**src/rtl/ntt_pkg.sv**
```systemverilog
// Shared constants, FSM state type and the twiddle-index helper for the
// 2048-point NTT address generator.
package ntt_pkg;

  localparam int LOGN    = 11;
  localparam int N       = 2048;
  localparam int ADDR_W  = 11;
  localparam int BADDR_W = 9;
  localparam int TW_W    = 10;
  localparam int B_W     = 10;
  localparam int S_W     = 4;

  typedef enum logic [1:0] {
    IDLE,
    ISSUE,
    GAP
  } state_t;

  // Low s bits of the butterfly index, left-aligned into the 10-bit twiddle field.
  function automatic logic [TW_W-1:0] tw_index(input logic [B_W-1:0] b,
                                               input logic [S_W-1:0] s);
    logic [B_W-1:0]      mask;
    logic [2*TW_W-1:0]   wide;
    mask = (B_W'(1) << s) - B_W'(1);
    wide = {{TW_W{1'b0}}, b & mask} << (TW_W - int'(s));
    return wide[TW_W-1:0];
  endfunction

endpackage

```
**src/rtl/ntt_addr_gen_if.sv**
```systemverilog
// Beat bus between the NTT address generator and its consumer (cfmm).
interface ntt_addr_gen_if;
  import ntt_pkg::*;

  // A beat transfers on a rising clk edge where out_valid && out_ready; while
  // out_valid is high and out_ready is low, every beat field holds stable and
  // out_valid never drops before the transfer.
  logic              start;
  logic              inv;
  logic              busy;
  logic              out_valid;
  logic              out_ready;
  logic [ADDR_W-1:0] oldadd0;
  logic [ADDR_W-1:0] oldadd1;
  logic [ADDR_W-1:0] oldadd2;
  logic [ADDR_W-1:0] oldadd3;
  logic [TW_W-1:0]   tw0;
  logic [TW_W-1:0]   tw1;
  logic [S_W-1:0]    stage;
  logic              last;
  logic              done;
  state_t            fsm_state;

  modport master (
    input  start, inv, out_ready,
    output busy, out_valid, oldadd0, oldadd1, oldadd2, oldadd3,
    output tw0, tw1, stage, last, done, fsm_state
  );

  modport slave (
    output start, inv, out_ready,
    input  busy, out_valid, oldadd0, oldadd1, oldadd2, oldadd3,
    input  tw0, tw1, stage, last, done, fsm_state
  );

endinterface

```
**src/rtl/ntt_bit_insert.sv**
```systemverilog
// Inserts bit x at position s of a 10-bit butterfly index, giving the 11-bit
// coefficient address of one butterfly operand.
module ntt_bit_insert
  import ntt_pkg::*;
(
  input  logic [B_W-1:0]    b,
  input  logic [S_W-1:0]    s,
  input  logic              x,
  output logic [ADDR_W-1:0] addr
);

  logic [ADDR_W-1:0] bw;
  logic [ADDR_W-1:0] hi;
  logic [ADDR_W-1:0] lo_mask;
  logic [ADDR_W-1:0] xbit;

  always_comb begin
    bw      = {1'b0, b};
    lo_mask = (ADDR_W'(1) << s) - ADDR_W'(1);
    hi      = (bw >> s) << (s + 4'd1);
    xbit    = ADDR_W'(x) << s;
    addr    = hi | xbit | (bw & lo_mask);
  end

endmodule

```
**src/rtl/ntt_addr_gen.sv**
```systemverilog
// Per-cycle address/twiddle generator: four operand addresses and two twiddle
// indices per beat, 512 beats per stage, 11 stages, optional inter-stage gap.
module ntt_addr_gen
  import ntt_pkg::*;
#(
  parameter int LOGN = 11,
  parameter int GAP  = 4
) (
  input logic            clk,
  input logic            rst,
  ntt_addr_gen_if.master bus
);

  localparam int KW = LOGN - 2;
  localparam int BW = LOGN - 1;
  localparam int GW = $clog2(GAP + 2);
  localparam logic [KW-1:0]  K_END   = '1;
  localparam logic [S_W-1:0] S_TOP   = S_W'(LOGN - 1);
  localparam logic [GW-1:0]  GAP_END = GW'((GAP > 0) ? GAP - 1 : 0);

  state_t            state_q;
  state_t            state_d;
  logic [S_W-1:0]    s_q;
  logic [S_W-1:0]    ld_s;
  logic [S_W-1:0]    s_step;
  logic [KW-1:0]     k_q;
  logic [KW-1:0]     ld_k;
  logic [GW-1:0]     gap_q;
  logic              inv_q;
  logic              hs;
  logic              accept;
  logic              load;
  logic              enter_gap;
  logic              finish;
  logic              busy_q;
  logic              valid_q;
  logic              last_q;
  logic              done_q;
  logic [BW-1:0]     b0;
  logic [BW-1:0]     b1;
  logic [ADDR_W-1:0] a0_d, a1_d, a2_d, a3_d;
  logic [ADDR_W-1:0] a0_q, a1_q, a2_q, a3_q;
  logic [TW_W-1:0]   t0_d, t1_d;
  logic [TW_W-1:0]   t0_q, t1_q;

  // Next-state logic; "load" means the beat described by (ld_s, ld_k) is
  // registered onto the outputs at the coming edge.
  always_comb begin
    state_d   = state_q;
    accept    = 1'b0;
    load      = 1'b0;
    enter_gap = 1'b0;
    finish    = 1'b0;
    ld_s      = s_q;
    ld_k      = k_q;
    hs        = valid_q && bus.out_ready;
    s_step    = inv_q ? (s_q - 4'd1) : (s_q + 4'd1);
    unique case (state_q)
      IDLE: begin
        if (bus.start) begin
          accept  = 1'b1;
          load    = 1'b1;
          ld_s    = bus.inv ? S_TOP : '0;
          ld_k    = '0;
          state_d = ISSUE;
        end
      end
      ISSUE: begin
        if (hs) begin
          if (k_q != K_END) begin
            load = 1'b1;
            ld_k = k_q + KW'(1);
          end else if (inv_q ? (s_q == '0) : (s_q == S_TOP)) begin
            finish  = 1'b1;
            state_d = IDLE;
          end else if (GAP == 0) begin
            load = 1'b1;
            ld_s = s_step;
            ld_k = '0;
          end else begin
            enter_gap = 1'b1;
            state_d   = ntt_pkg::GAP;
          end
        end
      end
      ntt_pkg::GAP: begin
        if (gap_q == GAP_END) begin
          load    = 1'b1;
          ld_s    = s_step;
          ld_k    = '0;
          state_d = ISSUE;
        end
      end
      default: state_d = IDLE;
    endcase
  end

  assign b0   = {ld_k, 1'b0};
  assign b1   = {ld_k, 1'b1};
  assign t0_d = tw_index(b0, ld_s);
  assign t1_d = tw_index(b1, ld_s);

  ntt_bit_insert u_ins0 (.b(b0), .s(ld_s), .x(1'b0), .addr(a0_d));
  ntt_bit_insert u_ins1 (.b(b0), .s(ld_s), .x(1'b1), .addr(a1_d));
  ntt_bit_insert u_ins2 (.b(b1), .s(ld_s), .x(1'b0), .addr(a2_d));
  ntt_bit_insert u_ins3 (.b(b1), .s(ld_s), .x(1'b1), .addr(a3_d));

  always_ff @(posedge clk or posedge rst) begin
    if (rst) state_q <= IDLE;
    else     state_q <= state_d;
  end

  always_ff @(posedge clk or posedge rst) begin
    if (rst) begin
      s_q     <= '0;
      k_q     <= '0;
      gap_q   <= '0;
      inv_q   <= 1'b0;
      busy_q  <= 1'b0;
      valid_q <= 1'b0;
      last_q  <= 1'b0;
      done_q  <= 1'b0;
      a0_q    <= '0;
      a1_q    <= '0;
      a2_q    <= '0;
      a3_q    <= '0;
      t0_q    <= '0;
      t1_q    <= '0;
    end else begin
      done_q <= finish;
      if (accept) inv_q <= bus.inv;
      if (load) begin
        s_q     <= ld_s;
        k_q     <= ld_k;
        busy_q  <= 1'b1;
        valid_q <= 1'b1;
        last_q  <= (ld_k == K_END);
        a0_q    <= a0_d;
        a1_q    <= a1_d;
        a2_q    <= a2_d;
        a3_q    <= a3_d;
        t0_q    <= t0_d;
        t1_q    <= t1_d;
      end
      // Addresses and stage hold through the gap; only the qualifiers drop.
      if (enter_gap) begin
        valid_q <= 1'b0;
        last_q  <= 1'b0;
        gap_q   <= '0;
      end
      if (state_q == ntt_pkg::GAP) gap_q <= gap_q + GW'(1);
      if (finish) begin
        valid_q <= 1'b0;
        last_q  <= 1'b0;
        busy_q  <= 1'b0;
      end
    end
  end

  assign bus.busy      = busy_q;
  assign bus.out_valid = valid_q;
  assign bus.oldadd0   = a0_q;
  assign bus.oldadd1   = a1_q;
  assign bus.oldadd2   = a2_q;
  assign bus.oldadd3   = a3_q;
  assign bus.tw0       = t0_q;
  assign bus.tw1       = t1_q;
  assign bus.stage     = s_q;
  assign bus.last      = last_q;
  assign bus.done      = done_q;
  assign bus.fsm_state = state_q;

endmodule
```
**src/flat_wrapper.sv**
```systemverilog
// flat-port wrapper written by rule: the top's interface ports become plain ports
module ntt_addr_gen_flat import ntt_pkg::*;
#(
  parameter int LOGN = 11,
  parameter int GAP  = 4
)
  (clk, rst, bus_start, bus_inv, bus_out_ready, bus_busy, bus_out_valid, bus_oldadd0, bus_oldadd1, bus_oldadd2, bus_oldadd3, bus_tw0, bus_tw1, bus_stage, bus_last, bus_done, bus_fsm_state);
  ntt_addr_gen_if bus_i ();
  input logic clk;
  input logic rst;
  input wire logic [$bits(bus_i.start)-1:0] bus_start;
  input wire logic [$bits(bus_i.inv)-1:0] bus_inv;
  input wire logic [$bits(bus_i.out_ready)-1:0] bus_out_ready;
  output wire logic [$bits(bus_i.busy)-1:0] bus_busy;
  output wire logic [$bits(bus_i.out_valid)-1:0] bus_out_valid;
  output wire logic [$bits(bus_i.oldadd0)-1:0] bus_oldadd0;
  output wire logic [$bits(bus_i.oldadd1)-1:0] bus_oldadd1;
  output wire logic [$bits(bus_i.oldadd2)-1:0] bus_oldadd2;
  output wire logic [$bits(bus_i.oldadd3)-1:0] bus_oldadd3;
  output wire logic [$bits(bus_i.tw0)-1:0] bus_tw0;
  output wire logic [$bits(bus_i.tw1)-1:0] bus_tw1;
  output wire logic [$bits(bus_i.stage)-1:0] bus_stage;
  output wire logic [$bits(bus_i.last)-1:0] bus_last;
  output wire logic [$bits(bus_i.done)-1:0] bus_done;
  output wire logic [$bits(bus_i.fsm_state)-1:0] bus_fsm_state;
  assign bus_i.start = bus_start;
  assign bus_i.inv = bus_inv;
  assign bus_i.out_ready = bus_out_ready;
  assign bus_busy = bus_i.busy;
  assign bus_out_valid = bus_i.out_valid;
  assign bus_oldadd0 = bus_i.oldadd0;
  assign bus_oldadd1 = bus_i.oldadd1;
  assign bus_oldadd2 = bus_i.oldadd2;
  assign bus_oldadd3 = bus_i.oldadd3;
  assign bus_tw0 = bus_i.tw0;
  assign bus_tw1 = bus_i.tw1;
  assign bus_stage = bus_i.stage;
  assign bus_last = bus_i.last;
  assign bus_done = bus_i.done;
  assign bus_fsm_state = bus_i.fsm_state;
  ntt_addr_gen #(.LOGN(LOGN), .GAP(GAP)) u_core (.clk(clk), .rst(rst), .bus(bus_i));
endmodule
```
**config.mk**
```make
export PLATFORM = sky130hd
export DESIGN_NAME = ntt_addr_gen_flat
export DESIGN_NICKNAME = d
export VERILOG_FILES = /design/src/rtl/ntt_pkg.sv /design/src/rtl/ntt_addr_gen_if.sv /design/src/rtl/ntt_bit_insert.sv /design/src/rtl/ntt_addr_gen.sv /design/src/flat_wrapper.sv
export SDC_FILE = /design/constraint.sdc
export NUM_CORES = 1
export LEC_CHECK = 0
export CAP_MARGIN = 20
export CORE_UTILIZATION = 40
export CTS_BUF_LIST = sky130_fd_sc_hd__clkbuf_4 sky130_fd_sc_hd__clkbuf_8
export DETAILED_ROUTE_END_ITERATION = 8
export PLACE_DENSITY = 0.6
export SLEW_MARGIN = 10
export SYNTH_ARGS = -nofsm -noshare
export SYNTH_HDL_FRONTEND = slang
export SYNTH_SLANG_ARGS = --single-unit
export TNS_END_PERCENT = 100
```
**constraint.sdc**
```tcl
create_clock -name clk -period 4.35 [get_ports clk]
set_input_delay 1.0875 -clock clk [delete_from_list [all_inputs] [get_ports clk]]
set_output_delay 1.0875 -clock clk [all_outputs]
set_load 0.03 [all_outputs]
```
### Word level (Yosys, flattened, before mapping)

Index checks and enable logic that the tools add are counted.

| cells by class | value |
|---|---|
| shift operators | 9 |
| reduce and logical (&&, ||, !) cells | 7 |
| multiplexer cells | 40 |
| $add $sub $neg | 8 |
| eq/ne operators | 10 |
| bitwise gates (word level) | 12 |

Operator list:

| cell | count |
|---|---|
| 11-bit OR | 8 |
| 10-bit by 32-bit left shift with 10-bit output | 2 |
| 9-bit 2-to-1 mux | 4 |
| 9-bit case mux with 3 select lines | 1 |
| 10-bit by 11-bit AND with 11-bit output | 2 |
| 1-bit by 4-bit left shift with 11-bit output, first input constant | 2 |
| 11-bit by 4-bit left shift with 11-bit output | 2 |
| 10-bit by 4-bit right shift with 11-bit output | 2 |
| 1-bit 2-to-1 mux | 21 |
| 10-bit AND | 2 |
| 4-bit 2-to-1 mux | 4 |
| 11-bit by 2-bit subtractor with 11-bit output, second input constant | 1 |
| 2-bit 2-to-1 mux | 5 |
| 1-bit by 4-bit left shift with 10-bit output, first input constant | 1 |
| 10-bit by 2-bit subtractor with 10-bit output, second input constant | 1 |
| 9-bit by 1-bit adder with 9-bit output, second input constant | 1 |
| 9-bit == test, second input constant | 1 |
| 9-bit inequality test, second input constant | 1 |
| 4-bit by 1-bit adder with 4-bit output, second input constant | 2 |
| 4-bit case mux with 2 select lines | 1 |
| 3-bit 2-to-1 mux | 2 |
| 2-bit case mux with 3 select lines | 1 |
| 4-bit by 4-bit subtractor with 5-bit output, first input constant | 1 |
| 4-bit == test, second input constant | 1 |
| other kinds (14) | 17 |

| storage, ports and cells | value |
|---|---|
| word-level logic and storage cells | 101 |
| register bits | 87 |
| bits of input ports | 5 |
| output and inout port bits | 74 |

### Depth between registers and ports, before layout

Gate-level depths: netlist of the first run.

| logic depth | value |
|---|---|
| word-level depth | 8 |
| mapped depth | 22 |
| depth with buffers taken out | 18 |

### Cells and area by module

From an unflattened synthesis of the first run, not the netlist that was laid out.

| second synthesis, totals | value |
|---|---|
| cell total of the unflattened synthesis | 1295 |
| area, all modules | 9942.0 um^2 |

Modules (own cells, without submodules):

| module | area an instance (um^2) | cells an instance | instances | seq. area each (um^2) |
|---|---|---|---|---|
| ntt_addr_gen | 4789.6 | 576 | 1 | 2152.1 |
| ntt_bit_insert at u_core.u_ins0 ... | 1282.5 | 178 | 3 | 0.0 |
| ntt_bit_insert at u_core.u_ins3 | 1305.0 | 185 | 1 | 0.0 |

### Worst setup path before layout of the first run

OpenSTA, ideal clock, no wires.

| timing | value |
|---|---|
| path type | input-to-reg |
| start | input bus_start |
| end | register u_core.t0_q[7] (netlist: u_core.bus.tw0[7]) |
| buffers on the path | 6 |
| required time | 4224 ps |
| setup slack | -309 ps |
| library setup time | 126 ps |
| stages on the path | 21 |
| arrival | 4532 ps |
| path through | buf_4 o21ba_2 o211a_1 buf_2 buf_2 buf_2 ha_1 clkbuf_1 inv_1 nor3_2 inv_1 ha_1 buf_2 nand2_1 o31ai_1 a22oi_1 a21oi_1 o21ai_1 o211ai_1 and3_1 a221o_1 |

| between the ends | value |
|---|---|
| longest elaborated chain between the ends | 6 |
| elaborated cells on any way between the ends | 11 |
| those cells by class | add/sub (2); shift (2); mux (6); bitwise (1) |

Ends and longest elaborated chain:

| element | line | RTL |
|---|---|---|
| from (decl) | flat_wrapper.sv:11 | `input wire logic [$bits(bus_i.start)-1:0] bus_start;` |
| 4-bit 2-to-1 mux | ntt_addr_gen.sv:60 | `if (bus.start) begin` |
| 4-bit case mux with 2 select lines | ntt_addr_gen.sv:58 | `unique case (state_q)` |
| 1-bit by 4-bit left shift with 10-bit output | ntt_pkg.sv:24 | `mask = (B_W'(1) << s) - B_W'(1);` |
| 10-bit by 2-bit subtractor with 10-bit output | ntt_pkg.sv:24 |  |
| 10-bit AND | ntt_pkg.sv:25 | `wide = {{TW_W{1'b0}}, b & mask} << (TW_W - int'(s));` |
| 10-bit by 32-bit left shift with 10-bit output | ntt_pkg.sv:25 |  |
| to (signal assigned) | ntt_addr_gen.sv:142 | `t0_q <= t0_d;` |
| to (decl) | ntt_addr_gen.sv:44 | `logic [TW_W-1:0] t0_q, t1_q;` |

Several ways; a longest one is shown, not always the timed one.
A chain may end at the register's enable or synchronous reset.

### Worst setup path in the final report of the first run

| timing | value |
|---|---|
| start | input bus_start |
| end | register u_core.t1_q[4] (netlist: u_core.bus.tw1[4]) |

| between the ends | value |
|---|---|
| longest elaborated chain between the ends | 6 |
| elaborated cells on any way between the ends | 11 |
| those cells by class | add/sub (2); shift (2); mux (6); bitwise (1) |

Ends and longest elaborated chain:

| element | line | RTL |
|---|---|---|
| 4-bit 2-to-1 mux | ntt_addr_gen.sv:60 |  |
| 4-bit case mux with 2 select lines | ntt_addr_gen.sv:58 |  |
| 1-bit by 4-bit left shift with 10-bit output | ntt_pkg.sv:24 |  |
| 10-bit by 2-bit subtractor with 10-bit output | ntt_pkg.sv:24 |  |
| 10-bit AND | ntt_pkg.sv:25 |  |
| 10-bit by 32-bit left shift with 10-bit output | ntt_pkg.sv:25 |  |
| to (signal assigned) | ntt_addr_gen.sv:143 | `t1_q <= t1_d;` |
| to (decl) | ntt_addr_gen.sv:44 |  |

Several ways; a longest one is shown, not always the timed one.

==> results of run 1 <==
## per-stage QoR
| stage | setup WS, ps | total power, uW | TNS (ps) | std cells |
|---|---|---|---|---|
| after floorplan | 3.29 | 1760 | 0 | 734 |
| after global placement | -106 | 2260 | -723 | 1071 |
| after detailed placement | -171 | 2280 | -1640 | 1071 |
| after CTS | 233 | 2860 | 0 | 1086 |
| after global routing | 4.77 | 3000 | 0 | 1087 |
| final | 230 | 2850 | 0 | 1087 |
## state kept, by name, summed over array words and instances (netlist names)
name                  flops
u_core.bus.stage          4
u_core.bus.last           1
u_core.bus.oldadd2       11
u_core.bus.fsm_state      2
u_core.inv_q              1
u_core.bus.done           1
u_core.k_q                9
u_core.gap_q              3
u_core.bus.out_valid      1
u_core.bus.tw0            9
u_core.bus.oldadd0       11
u_core.bus.tw1           10
u_core.bus.busy           1
u_core.bus.oldadd1       11
u_core.bus.oldadd3       11
## routing by layer
metal  global-route usage, %  vias up
li1                        -     3041
met1                    39.5     3233
met2                    42.7      279
met3                    4.63       42
met4                    11.1        0
met5                       0        -
## cells in the final DEF (no fill, tap or decap), drive strengths merged, types with 5 or more instances in the layout
cell type	n
buf	105
clkbuf	9
mux2i	6
a21o	6
a221o	8
nand2	80
nand3	25
nor2	82
a21oi	46
xnor2	6
clkdlybuf4s50	77
and2	7
or3	5
or2	6
o21ai	43
o21a	10
nand4	13
inv	21
a211oi	13
a22o	9
o2111ai	5
o22ai	10
nor3	21
ha	13
o211ai	20
o31ai	14
a31oi	20
nand2b	8
dfrtp	86
and3	14
a22oi	6
## worst min path at each step
stage	from	endpoint	slack [ps]	cells past startpoint
final	u_core.gap_q[2]	u_core.gap_q[2]	490	2
after global routing	u_core.bus.oldadd3[0]	u_core.bus.oldadd3[0]	510	1
after CTS	u_core.gap_q[2]	u_core.gap_q[2]	490	2
after detailed placement	u_core.gap_q[2]	u_core.gap_q[2]	470	2
after global placement	u_core.bus.oldadd3[0]	u_core.bus.oldadd3[0]	450	1
after floorplan	u_core.gap_q[2]	u_core.gap_q[2]	450	2
## worst max-delay path: cells and delay by family
family	cells	cell delay, ps
AOI/OAI and AO/OA	7	1260
buffers and inverters	5	940
and+or+nand+nor	4	930
adders and majority gates	1	230
## cell families (layout without fill, tap and decap cells)
family,after synthesis,count (layout),synth area share (%)
simple gates,290,290,23.9
compound gates,253,253,30.7
flops,86,86,33.9
buf+inv,76,218,6.36
fa+ha+maj,14,14,2.88
xor+xnor,7,7,1.08
mux,7,7,1.12
other cells,1,1,0.0591
## power by group through the flow
stage                     registers, uW  logic [uW]  clock network [uW]
after detailed placement           1040        1240                   0
final                              1020        1260                 577
after floorplan                    1250         511                   0
after global routing               1040        1340                 626
after CTS                          1020        1240                 594
after global placement             1030        1230                   0
## area by class of cell
class / count / area [um^2]
Multi-Input combinational cell: 572 / 3810
Inverter: 21 / 87.6
Clock buffer: 9 / 124
Clock inverter: 6 / 71.3
Fill cell: 1490 / 7290
Tap cell: 211 / 264
Timing Repair Buffer: 182 / 1570
Sequential cell: 86 / 2150
==> reports/metrics.yaml, run 1 <==
outcome:
  status: "completed"
critical_path:
  cp_max_fo: 8
  start_kind: "input port"
  critical_path_class: "in2reg"
  cpMaxStageDelayCell: "clkdlybuf4s50_1"
  arrival_ps: 4460
  cpMostUsedCell: "buf_4"
  cp-startpoint: "bus_start"
  r2r-end: "u_core.bus.tw0[5]"
  cpPeakStageDelay_ps: 470
  worstSetupEndpointType: "flop"
  reg2reg_setup_slack_ps: 400
  rr_worst_depth: 17
  reg2reg_from: "u_core.inv_q"
  crit_chain: "clkdlybuf4s50_1 > nor3b_2 > buf_4 > a221oi_4 > and3_2 > inv_8 > nor3_2 > inv_1 > ha_1 > buf_4 > o31ai_1 > a22oi_1 > a21oi_1 > o21ai_2 > o211ai_1 > nor3b_1 > a221o_1"
  setup.worst_path.end: "u_core.bus.tw1[4]"
  required_ps: 4690
clock_network:
  cts_tree: "done"
  ctsHoldBuffers: 0
  clk_pin_slew_ps: 80
  post_cts_resized: 0
  clock_latency_ps: 400
  root_buffer: "clkbuf_8"
  cts_buffers: 9
  cts_setup_buffers: 0
  cts_sinks: 86
  cts_buffer_depth: 2
  htree_levels: 3
pwr:
  combPwrFrac_pct: 44.0
  ir_drop_v: 0.000196
  internal-power_uw: 1690
  clkPwrFrac_pct: 20.2
  p_seq_share_pct: 35.8
  power.leakage_uw: 0.00333
  power_switching_uw: 1170
  power_density_nw_per_um2: 353
  p_sw_share_pct: 40.8
place:
  place_hpwl_um: 17000
  place_area_um2: 7860
  gp_congestion: 0.977
  port_buffers: 77
layout:
  area_growth_pct: 27.2
  fin_util_pct: 52.5
  antenna_cells: 0
  drive_gt1_share_pct: 21.0
  num-nets-final: 891
  post-route-cell-area_um2: 8080
synth:
  ys_seq_area_share_pct: 33.9
  synth_edf_count: 0
  synthTopCellsByArea: "dfrtp_1, nand2_1, nor2_1, a21oi_1, o21ai_0"
  synthesis.nets: 753
  synth_area_per_cell_um2: 8.65
  syn_inst: 734
  netlist.area_leader.share_pct: 33.9
  synth-seq-cells: 86
  synth.distinct_cells: 103
  synth.most_common_cell: "dfrtp_1"
  synth_flop_cell: "dfrtp_1"
  synth_warnings: 0
  synth.top_cells.by_count: "dfrtp_1, nand2_1, nor2_1"
  postSynth.asyncResetShare_pct: 100
  yosys.area.top_type: "dfrtp_1"
  syn-cell-area_um2: 6350
drt:
  maxUsedRoutingLayer: "met4"
  wl_um: 22100
  wl_met2_um: 9800
  drt_iter0_markers: 635
  wl_met3_um: 1410
  vias_per_cell: 6.07
  met1_length_um: 10300
  drtAntennaViolNets: 0
  route.detailed.drc: 0
  vias: 6595
  wl_per_cell_um: 20.4
  first_pass_iters: 5
run:
  drv_cap: 0
timing:
  rsz0062_at_grt: "false"
  worst_slew_pin_slew_ps: 635
  setup_viol: 0
  maxSlewViolCount: 0
  hold_viol: 0
  fmax_ghz: 0.243
  fin_crit_sh_pct: 94.7
  fin_skew_ps: 10.6
  fin_crit_ps: 4120
  max-slew-margin-rel_pct: 57.3
  whs_ps: 489
die:
  core.rowCount: 45
  die_w_um: 128
  die_y_um: 128
  io_pins: 79
  placeableCoreArea_um2: 15400
  start_util_pct: 41.3
  dieArea_um2: 16400
global_route:
  gr-usage-all-layers_pct: 28.0
  grt_pass1_vias: 6166
  grt_max_degree: 59
  grt_remaining_overflow: 0
  grt_pass1_wl_um: 35000
  antenna_found_initial: 0
min_path:
  hold_path_class: "reg2reg"
Note: power is estimated with default switching activity, not from simulation.
==> run 2, diff against run 1 <==
Settings changed: CELL_PAD_IN_SITES_DETAIL_PLACEMENT from default to 0, CELL_PAD_IN_SITES_GLOBAL_PLACEMENT from default to 1, PLACE_DENSITY 0.6 to 0.76.
==> run 2 against run 1 <==
  * Global-route usage up 1.5 points
  * Die area did not move
  * Sequential power barely moved
  * Final area up 0.43%
  * Register-to-register slack hardly changed
  * Maximum frequency increased by 0.72%
  * Combinational power about the same
==> reports/metrics.yaml, run 2 (synthesis results as in run 1) <==
outcome:
  status: "completed"
timing:
  fin_crit_sh_pct: 94.0  # -0.68 points
  rsz0062_at_grt: "false"
  setup_viol: 0  # unchanged
  maxSlewViolCount: 0  # unchanged
  fmax_ghz: 0.244  # +0.72%
  hold_viol: 0  # unchanged
  worst_slew_pin_slew_ps: 673  # +38.1 ps
  fin_skew_ps: 8.45  # -2.11 ps
  fin_crit_ps: 4090  # -29.6 ps
  whs_ps: 499  # +10.7 ps
  max-slew-margin-rel_pct: 54.6  # -2.6 points
layout:
  post-route-cell-area_um2: 8110  # +0.43%
  most-common-layout-cells: "buf_4, dfrtp_1, nand2_1, nor2_1, clkdlybuf4s50_1"
  area_growth_pct: 27.7
  final_common_cell: "buf_4"
  antenna_cells: 0  # unchanged
  drive_gt1_share_pct: 21.5  # +0.47 points
  nFillCells: 1494  # +0.27%
  num-nets-final: 894  # +0.34%
global_route:
  gr-usage-all-layers_pct: 29.5  # +1.5 points
  antenna_found_initial: 0  # unchanged
  grt_pass1_vias: 6502  # +5.4%
  grt_remaining_overflow: 0  # unchanged
  grt_max_degree: 33  # -44%
  grt_pass1_wl_um: 37000  # +5.9%
pwr:
  power_switching_uw: 1170  # +0.61%
  p_seq_share_pct: 35.5  # -0.3 points
  combPwrFrac_pct: 43.7  # -0.3 points
  power.leakage_uw: 0.00335  # +0.80%
  p_sw_share_pct: 40.6  # -0.21 points
  internal-power_uw: 1710  # +1.5%
  power_density_nw_per_um2: 356  # +0.70%
  clkPwrFrac_pct: 20.8  # +0.6 points
  ir_drop_v: 0.000187  # -4.8%
clock_network:
  cts_tree: "done"
  cts_buffer_depth: 2  # unchanged
  cts_buffers: 9  # unchanged
  clk_pin_slew_ps: 90  # about the same
  cts_sinks: 86  # unchanged
  htree_levels: 3  # unchanged
  root_buffer: "clkbuf_8"
  clock_latency_ps: 390  # about the same
drt:
  vias_per_cell: 6.04  # -0.47%
  drtAntennaViolNets: 0  # unchanged
  wl_um: 23100  # +4.5%
  wl_per_cell_um: 21.2  # +4.1%
  drt_iter0_markers: 602  # -5.2%
  route.detailed.drc: 0  # unchanged
  first_pass_iters: 5  # unchanged
  vias: 6588  # -0.11%
critical_path:
  critical_path_class: "in2reg"
  worst-path-stages: 16  # -1
  cpMaxStageDelayCell: "clkdlybuf4s50_1"
  critPathTopFamily: "compound AO/OA/AOI/OAI gates"
  required_ps: 4680  # about the same
  arrival_ps: 4420  # -40 ps
  crit_chain: "clkdlybuf4s50_1 > nor3b_2 > buf_4 > a221oi_4 > and3_1 > inv_8 > nor3_2 > inv_1 > ha_2 > o31ai_1 > a22oi_1 > a21oi_1 > o21ai_4 > and4_1 > a31oi_1 > o21a_1"
  cpPeakStageDelay_ps: 480  # about the same
  start_kind: "input port"
  worstSetupEndpointType: "flop"
  cp_max_fo: 9  # +1
  rr_worst_depth: 16  # -1
  critPathBufInv: 4  # -1
place:
  place_area_um2: 7890  # +0.38%
  port_buffers: 77  # unchanged
  place_hpwl_um: 17700  # +4.5%
  gp_congestion: 0.936  # -4.2%
run:
  drv_cap: 0  # unchanged
min_path:
  hold_path_class: "reg2reg"
  min_path_cells: 2  # unchanged
die:
  die_w_um: 128  # unchanged
  core.rowCount: 45  # unchanged
  io_pins: 79  # unchanged
  die_y_um: 128  # unchanged
  dieArea_um2: 16400  # unchanged
  placeableCoreArea_um2: 15400  # unchanged
  start_util_pct: 41.3  # unchanged
## run 2: layout make-up
type	count	area (um^2)	area share, %
inverters	21	87.6	1.08
well taps	211	264	3.25
flip-flops and latches	86	2150	26.5
clock buffers	10	138	1.70
multi-input cells	572	3820	47.1
clock inverters	6	68.8	0.848
repair buffers	185	1580	19.5
## run 2: power by group through the flow
stage	combinational (uW)	clock (uW)	sequential, uW
2_1_floorplan	511	0	1250
3_3_place_gp	1250	0	1030
3_5_place_dp	1250	0	1040
4_1_cts	1250	613	1030
5_1_grt	1350	639	1040
6_report	1260	600	1020
## run 2: path summary, 6_finish.rpt
check | from | to | slack [ps]
min in group asynchronous | rst | u_core.bus.oldadd2[7] | 1000
setup reg to reg | u_core.inv_q | u_core.bus.tw1[7] | 390
max in group asynchronous | rst | u_core.bus.stage[1] | 2580
setup / recovery | bus_start | u_core.bus.oldadd3[4] | 260
hold / removal | u_core.gap_q[2] | u_core.gap_q[2] | 500
hold reg to reg | u_core.gap_q[2] | u_core.gap_q[2] | 500
## run 2: worst min-delay path: cells and delay by family (launching register included)
| kind | cells | cell delay, ps |
|---|---|---|
| flops | 1 | 350 |
| compound gates | 1 | 70 |
| simple gates | 1 | 50 |
## run 2: timing repair
item	4_1_cts	5_1_grt
setup endpoints to repair	0	20
hold buffers	0	0
resized for setup	0	4
hold endpoints to repair	0	0
setup buffers	0	0
## run 2: metal layers
metal | track usage, % | vias to the layer above | share of wire (%)
li1 | - | 3032 | -
met1 | 41.2 | 3237 | 47
met2 | 44.4 | 268 | 44
met3 | 5.34 | 51 | 5.9
met4 | 13.2 | 0 | 3.1
met5 | 0 | - | 0
## run 2: metrics by stage
step / util, % / total power (uW) / TNS (ps) / worst slack (ps) / cells
finish: 52.8 / 2890 / 0 / 259 / 1091
global placement: 51.3 / 2280 / -918 / -138 / 1075
floorplan: - / 1760 / 0 / 3.29 / 734
CTS: 52.7 / 2890 / 0 / 144 / 1091
global route: 52.8 / 3030 / 0 / 10.1 / 1091
detailed placement: 51.3 / 2290 / -3650 / -278 / 1075
==> run 3, diff against run 2 <==
Settings changed: CTS_CLUSTER_DIAMETER from default to 100, DONT_BUFFER_PORTS from default to 1, PLACE_DENSITY 0.76 to 0.68, SKIP_LAST_GASP from default to 1.
==> run 3 against run 2 <==
  * Register-to-register slack got worse by 250 ps
  * Maximum frequency decreased by 2.8%
  * Sequential power increased by 24%
  * Routed wire length decreased by 5.4%
  * Count of clock-buffer cells in the layout decreased by 1
  * Hold slack got worse by 1.3 ps
  * Critical path type is now reg2reg
  * Largest cell class unchanged
  * Highest routed layer unchanged
==> reports/metrics.yaml, run 3 (synthesis results as in run 1) <==
die:
  core.rowCount: 45  # unchanged
  placeableCoreArea_um2: 15400  # unchanged
  dieArea_um2: 16400  # unchanged
  start_util_pct: 41.3  # unchanged
  die_y_um: 128  # unchanged
  io_pins: 79  # unchanged
  die_w_um: 128  # unchanged
timing:
  hold_viol: 0  # unchanged
  max-slew-margin-rel_pct: 34.2  # -20 points
  maxSlewViolCount: 0  # unchanged
  finalSetupTns_ps: 0  # unchanged
  worst_slew_pin_slew_ps: 985  # +311 ps
  fmax_ghz: 0.238  # -2.8%
  rsz0062_at_grt: "true"
  fin_crit_sh_pct: 96.8  # +2.7 points
  whs_ps: 498  # -1.27 ps
  setup_viol: 0  # unchanged
  fin_skew_ps: 13.8  # +5.37 ps
  fin_crit_ps: 4210  # +118 ps
critical_path:
  critPathBufInv: 2  # -2
  cp-startpoint: "u_core.bus.stage[2]"
  worstSetupEndpointType: "flop"
  critical_path_class: "reg2reg"
  start_kind: "flop"
  reg2reg_from: "u_core.bus.stage[2]"
  cpPeakStageDelay_ps: 590  # +110 ps
  cpMaxStageDelayCell: "or4b_4"
  critPathTopFamily: "simple AND/OR/NAND/NOR gates"
  required_ps: 4670  # about the same
  cp_max_fo: 8  # -1
  reg2reg_setup_slack_ps: 140  # -250 ps
  cpMostUsedCell: "a21oi_1"
  crit_chain: "ha_1 > a21oi_1 > a21oi_1 > or4b_4 > and3_1 > inv_8 > nor2_2 > nand2_1 > ha_1 > buf_4 > nand2_1 > a21oi_1 > a211oi_4 > o31ai_1 > a21oi_1 > or4_1 > nand3_1"
  arrival_ps: 4530  # +110 ps
clock_network:
  clk_pin_slew_ps: 90  # about the same
  cts_buffers: 9  # unchanged
  clock_latency_ps: 390  # about the same
  root_buffer: "clkbuf_8"
  cts_buffer_depth: 2  # unchanged
  cts_setup_buffers: 0  # unchanged
  cts_sinks: 86  # unchanged
  ctsHoldBuffers: 0  # unchanged
  cts_tree: "done"
  htree_levels: 3  # unchanged
drt:
  vias_per_cell: 6.36  # +5.3%
  wl_per_cell_um: 23.0  # +8.4%
  vias: 6052  # -8.1%
  wl_um: 21900  # -5.4%
  route.detailed.drc: 0  # unchanged
  drt_iter0_markers: 628  # +4.3%
  drtAntennaViolNets: 0  # unchanged
  first_pass_iters: 7  # +2
outcome:
  status: "completed"
place:
  dp_cells: 937  # -13%
  place_hpwl_um: 16200  # -8.9%
  port_buffers: 0  # -100%
  place_area_um2: 6660  # -16%
  gp_congestion: 0.915  # -2.2%
pwr:
  ir_drop_v: 0.000206  # +10%
  power_density_nw_per_um2: 380  # +6.8%
  power_switching_uw: 1130  # -3.9%
  clkPwrFrac_pct: 24.0  # +3.2 points
  power.leakage_uw: 0.00276  # -18%
  p_sw_share_pct: 42.9  # +2.3 points
  p_seq_share_pct: 48.2  # +13 points
  combPwrFrac_pct: 27.8  # -16 points
  internal-power_uw: 1500  # -13%
layout:
  seq_area_um2: 2150  # unchanged
  multi_input_area_um2: 3840  # +0.56%
  antenna_cells: 0  # unchanged
  nFillCells: 1540  # +3.1%
  area_growth_pct: 8.79
  num-nets-final: 756  # -15%
  post-route-cell-area_um2: 6910  # -15%
  most-common-layout-cells: "dfrtp_1, nand2_1, nor2_1, buf_4, a21oi_1"
  fin_cells: 952  # -13%
  final_common_cell: "dfrtp_1"
  drive_gt1_share_pct: 17.3  # -4.2 points
global_route:
  grt_remaining_overflow: 0  # unchanged
  antenna_found_initial: 0  # unchanged
  grt_pass1_wl_um: 34000  # -8.3%
  grt_pass1_vias: 5809  # -11%
  grt_max_degree: 41  # +24%
  gr-usage-all-layers_pct: 27.5  # -2.0 points
min_path:
  min_from: "u_core.gap_q[2]"
  hold_path_class: "reg2reg"
run:
  drv_cap: 0  # unchanged
==> run 3: final cells by class <==
type,count,area share (%)
Timing Repair Buffer,47,5.11
Clock buffer,9,1.79
Inverter,21,1.27
Tap cell,211,3.82
Sequential cell,86,31.2
Multi-Input combinational cell,572,55.6
Clock inverter,6,1.25
==> run 3: power by group through the flow <==
stage               clock, uW  combinational [uW]  sequential [uW]
CTS                       644                 713             1270
global route              673                 795             1280
global placement            0                 707             1280
floorplan                   0                 511             1250
detailed placement          0                 713             1280
finish                    630                 730             1260
==> run 3: final timing paths <==
| check | endpoint | cells past startpoint |
|---|---|---|
| setup / recovery | u_core.bus.tw1[6] | 17 |
| hold / removal | u_core.gap_q[2] | 2 |
| setup reg to reg | u_core.bus.tw1[6] | 17 |
| hold reg to reg | u_core.gap_q[2] | 2 |
| max in group asynchronous | u_core.bus.fsm_state[1] | 2 |
| min in group asynchronous | u_core.bus.oldadd1[7] | 1 |
==> run 3: what timing repair did <==
item / 4_1_cts / 5_1_grt
endpoints found under the hold margin: 0 / 0
endpoints found under the setup margin: 0 / 18
resized for setup: 0 / 6
==> run 3: tightest hold or removal path, stage by stage, from the launching register on <==
cell,delay (ps)
dfrtp_1,350
nand2_1,50
o21ai_0,60
==> run 3: stage by stage <==
stage / total power [uW] / setup WS [ps] / utilization, %
2_1_floorplan: 1760 / 3.29 / -
3_3_place_gp: 1980 / 73.0 / 43.3
3_5_place_dp: 1990 / 91.3 / 43.3
4_1_cts: 2620 / 225 / 44.7
5_1_grt: 2750 / -72.6 / 44.9
6_report: 2620 / 141 / 44.9
==> run 3: per-layer routing <==
| metal | routed length, um | GRT usage, % | up-vias |
|---|---|---|---|
| li1 | - | - | 2759 |
| met3 | 1560 | 4.97 | 43 |
| met4 | 727 | 12.5 | 0 |
| met5 | 0 | 0 | - |
| met1 | 10200 | 38.6 | 2966 |
| met2 | 9440 | 40.9 | 284 |
